File: src/rtl/systolic_deskew_collector.sv
// Drain side of the bit-serial systolic array: removes per-column skew, packs each
// wavefront into one COLS-bit word and queues it in a first-word fall-through FIFO.

module systolic_deskew_lane #(
    parameter int DLY = 1
) (
    input  logic clk,
    input  logic rst,
    input  logic d,
    output logic q
);
    logic [DLY-1:0] sr;

    // Free-running: shifts every cycle whether or not a wavefront is in flight.
    always_ff @(posedge clk or posedge rst) begin
        if (rst) sr <= '0;
        else     sr <= (sr << 1) | DLY'(d);
    end

    assign q = sr[DLY-1];
endmodule

module systolic_deskew_collector #(
    parameter int COLS  = 8,
    parameter int DEPTH = 4
) (
    input  logic                         clk,
    input  logic                         rst,
    input  logic                         in_valid,
    input  logic [COLS-1:0]              in_data,
    output logic                         out_valid,
    input  logic                         out_ready,
    output logic [COLS-1:0]              out_data,
    output logic [$clog2(DEPTH+1)-1:0]   count,
    output logic                         overflow
);
    localparam int AW = $clog2(DEPTH);
    localparam int CW = $clog2(DEPTH+1);

    logic [COLS-1:0] word;
    logic            push;

    // Column j is delayed COLS-1-j cycles so all columns of a wavefront line up.
    for (genvar j = 0; j < COLS; j++) begin : g_col
        if (j == COLS-1) begin : g_direct
            assign word[j] = in_data[j];
        end else begin : g_line
            systolic_deskew_lane #(.DLY(COLS-1-j)) u_lane (
                .clk (clk),
                .rst (rst),
                .d   (in_data[j]),
                .q   (word[j])
            );
        end
    end

    systolic_deskew_lane #(.DLY(COLS-1)) u_v_pipe (
        .clk (clk),
        .rst (rst),
        .d   (in_valid),
        .q   (push)
    );

    logic [DEPTH-1:0][COLS-1:0] mem;
    logic [AW-1:0]              wr_ptr, rd_ptr;
    logic                       full, pop, wr_en;

    assign full  = (count == CW'(DEPTH));
    assign pop   = out_valid & out_ready;
    // A full FIFO still accepts a push when the head leaves on the same edge.
    assign wr_en = push & (~full | pop);

    always_ff @(posedge clk or posedge rst) begin
        if (rst) begin
            mem      <= '0;
            wr_ptr   <= '0;
            rd_ptr   <= '0;
            count    <= '0;
            overflow <= 1'b0;
        end else begin
            if (wr_en) begin
                mem[wr_ptr] <= word;
                wr_ptr      <= wr_ptr + AW'(1);
            end
            if (pop)
                rd_ptr <= rd_ptr + AW'(1);
            if (push & full & ~pop)
                overflow <= 1'b1;
            case ({wr_en, pop})
                2'b10:   count <= count + CW'(1);
                2'b01:   count <= count - CW'(1);
                default: count <= count;
            endcase
        end
    end

    assign out_valid = (count != '0);
    assign out_data  = out_valid ? mem[rd_ptr] : '0;
endmodule

File: config.mk
export PLATFORM = sky130hd
export DESIGN_NAME = systolic_deskew_collector
export DESIGN_NICKNAME = d
export VERILOG_FILES = /design/src/rtl/systolic_deskew_collector.sv
export SDC_FILE = /design/constraint.sdc
export NUM_CORES = 1
export LEC_CHECK = 0
export CAP_MARGIN = 20
export CORE_MARGIN = 3
export CORE_UTILIZATION = 55
export DETAILED_ROUTE_END_ITERATION = 10
export GPL_ROUTABILITY_DRIVEN = 0
export HOLD_SLACK_MARGIN = 0.12
export PLACE_DENSITY = 0.84
export SLEW_MARGIN = 20
export SYNTH_ARGS = -nofsm -noshare
export SYNTH_HDL_FRONTEND = slang
export SYNTH_SLANG_ARGS = --single-unit
File: constraint.sdc
create_clock -name clk -period 3.5 [get_ports clk]
set_input_delay 1.05 -clock clk [delete_from_list [all_inputs] [get_ports clk]]
set_output_delay 1.05 -clock clk [all_outputs]
set_load 0.05 [all_outputs]
==> impl_metrics.tcl <==
set metrics [dict create \
    outcome "complete, no violations" \
    globalRouteOverflowTotal 0 \
    ctsHoldBuffers 0 \
    hold_path.class "flop to flop" \
    headroom_to_the_max_slew_limit 0.613 \
    num_clock_sinks 75 \
    cts_buffers 9 \
    ir_drop_worst_vdd_mv 0.453 \
    fp-row-count 25 \
    synthArstFlopShare 1.00 \
    cap_violations 0 \
    tightest_slew_ns 0.580 \
    clkLatencyLatePin_ns 0.33 \
    synth_cell_type_count 20 \
    clkSlewWorstSetupHoldPaths_ns 0.07 \
    syn_avg_cell_area_um2 17.2 \
    maxClockFrequency_mhz 293 \
    yosys_warnings 0 \
    routed_wirelength_um 4480 \
    tritoncts "built" \
    initialDrtViolationCount 84 \
    worstRegToRegCells 8 \
    grt_start_max_net_pins 51 \
    postSynthRegisterBits 75 \
    insertedDiodeCount 0 \
    clockBufferDepth 2 \
    cp.arrival_ns 2.36 \
    post-place-ws_ns 0.364 \
    synth_sequential_area_ratio 0.679 \
    grt_setup_unrepaired "false" \
    finish.net_count 214 \
    cp_data_required_time_ns 2.45 \
    crit_fanout 6 \
    cellLeakagePower_nw 1.47 \
    timing.setup.critical_path_class "flop to primary output" \
    ys.flop_type "dfrtp_1" \
    fill_cells 329 \
    endpoint "out_data[2]" \
    boundaryPins 25 \
    power_per_cell_area_mw_per_mm2 1030 \
    fin_crit_sh 0.975 \
    final_antenna_net_count 0 \
    remaining_drcs 0 \
    final_setup_violations 0 \
    chipWidth_um 76.9 \
    first_pass_grt_wire_length_um 7620 \
    worst-r2r-setup-slack_ns 1.19 \
    setup_total_negative_slack_ns 0 \
    die_area_mm2 0.00591 \
    synthCells 161 \
    layout.core_utilization 0.692 \
    routedWlPerCell_um 16.8 \
    syn_area_mm2 0.00276 \
    portBuffers 24 \
    post_route_cells_drive_above_1_share 0.337 \
    die_h_um 76.9 \
    place_hpwl_um 3010 \
    firstDrtPassIters 4 \
    syn_nets 179 \
    antenna_found_initial 0 \
    grt.total_usage 0.176 \
    cp-end-kind "primary output" \
    report.final.slew_viol_count 0 \
    final.min_clock_period_ns 3.41 \
    number_of_global_route_vias_before_repair 1541 \
    critical_path.startpoint_type "flop" \
    areaGrowthSynthToFinish_pct 19.8 \
    worst_r2r_startpoint "count[0]" \
    worstReg2RegEnd "count[2]" \
    route.vias.total 1384 \
    cts-htree-levels 3 \
    setup.worst_path.start "rd_ptr[0]" \
    core_region_area_mm2 0.00479 \
    finalWorstSetupSlack_ns 0.0867 \
    finalHoldViolations 0 \
    clk_root_buffer_cell "clkbuf_8" \
    synth_edf_count 0 \
    initial_utilization 0.578 \
    vias_per_cell 5.20 \
    fin_skew_ns 0.00818 \
]
[cells in the final DEF, fill, tap and decap left out, types with 2 or more instances in the layout]
cell type         n
clkbuf_8          9
inv_1             5
ha_1              5
xnor2_1           3
xor2_1            3
mux4_2            8
mux2_2           33
nand2_1           4
dlymetal6s2s_1    4
and2_1            9
clkdlybuf4s50_1  20
dfrtp_1          75
clkinv_2          2
buf_12            2
nor2_2            4
[power by group]
group | switching [mW] | leakage [nW] | internal [mW] | total, mW
sequential | 0.189 | 0.878 | 1.13 | 1.32
combinational | 0.784 | 0.500 | 0.706 | 1.49
clock | 0.292 | 0.0909 | 0.320 | 0.612
[synth_stat cells (2+ instances only)]
cell     number  area [µm²]
nor2_2        4        25.0
nand2_1       4        15.0
mux4_2        8         180
ha_1          5        62.6
xnor2_1       3        26.3
dfrtp_1      75        1880
inv_1         6        22.5
mux2_2       33         372
and2_1        9        56.3
buf_2         2        10.0
xor2_1        3        26.3
[critical path, cell delays in order (launching register included)]
cell and delay [ns]:
dfrtp_1 0.51, buf_12 0.17, mux4_2 0.49, and2_1 0.16, clkdlybuf4s50_1 0.69
[layout make-up]
type | count | area, µm² | share of cell area
clock buffers | 9 | 124 | 0.0374
repair buffers | 27 | 298 | 0.0899
clock inverters | 5 | 56.3 | 0.0170
well taps | 67 | 83.8 | 0.0253
inverters | 6 | 22.5 | 0.00680
flip-flops and latches | 75 | 1880 | 0.567
multi-input cells | 77 | 851 | 0.257
[state kept, by name, indices dropped and copies added (netlist names)]
| name | cells |
|---|---|
| count | 3 |
| mem | 32 |
| rd_ptr | 2 |
| u_v_pipe.sr | 7 |
| g_col.g_line.u_lane.q | 1 |
| wr_ptr | 2 |
| overflow | 1 |
| g_col.g_line.u_lane.sr | 27 |
[stage by stage]
stage	std cells	hold slack (ns)	instance area [µm²]	total power, mW
CTS	266	0.351	3300	3.47
finish	266	0.347	3310	3.42
floorplan	161	0.331	2760	2.39
global route	266	0.352	3310	3.60
global placement	252	0.332	3120	2.77
detailed placement	252	0.335	3120	2.85
[per-layer routing]
| layer | share of wire | GRT usage | routed length, µm |
|---|---|---|---|
| met1 | 0.42 | 0.212 | 1880 |
| met2 | 0.53 | 0.287 | 2360 |
| met3 | 0.045 | 0.0657 | 200 |
| met4 | 0.0096 | 0.0743 | 43 |
| met5 | 0 | 0 | 0 |
[how the worst min path moves through the flow]
stage | start | end | slack (ns) | cells after the start
finish | g_col[5].g_line.u_lane.sr[0] | g_col[5].g_line.u_lane.sr[1] | 0.35 | 0
global route | g_col[5].g_line.u_lane.sr[0] | g_col[5].g_line.u_lane.sr[1] | 0.35 | 0
CTS | g_col[1].g_line.u_lane.sr[3] | g_col[1].g_line.u_lane.sr[4] | 0.35 | 0
detailed placement | g_col[1].g_line.u_lane.sr[3] | g_col[1].g_line.u_lane.sr[4] | 0.33 | 0
global placement | g_col[3].g_line.u_lane.sr[2] | g_col[3].g_line.u_lane.sr[3] | 0.33 | 0
floorplan | g_col[0].g_line.u_lane.sr[0] | g_col[0].g_line.u_lane.sr[1] | 0.33 | 0
[timing repair]
action / in CTS / in global routing
endpoints found under the setup margin: 0 / 4
buffers inserted: 0 / 0
hold endpoints to repair: 0 / 0
resized for setup: 0 / 4
[logic make-up after synthesis]
| kind of cell | Yosys count | share of synthesized area |
|---|---|---|
| DFF | 75 | 0.679 |
| muxes | 42 | 0.203 |
| and+or+nand+nor | 22 | 0.0525 |
| buffers and inverters | 9 | 0.0131 |
| xor gates and xnor gates | 6 | 0.0190 |
| adders and majority gates | 6 | 0.0299 |
| AOI/OAI and AO/OA | 1 | 0.00317 |
No activity file was read; power rests on OpenSTA's default activity.
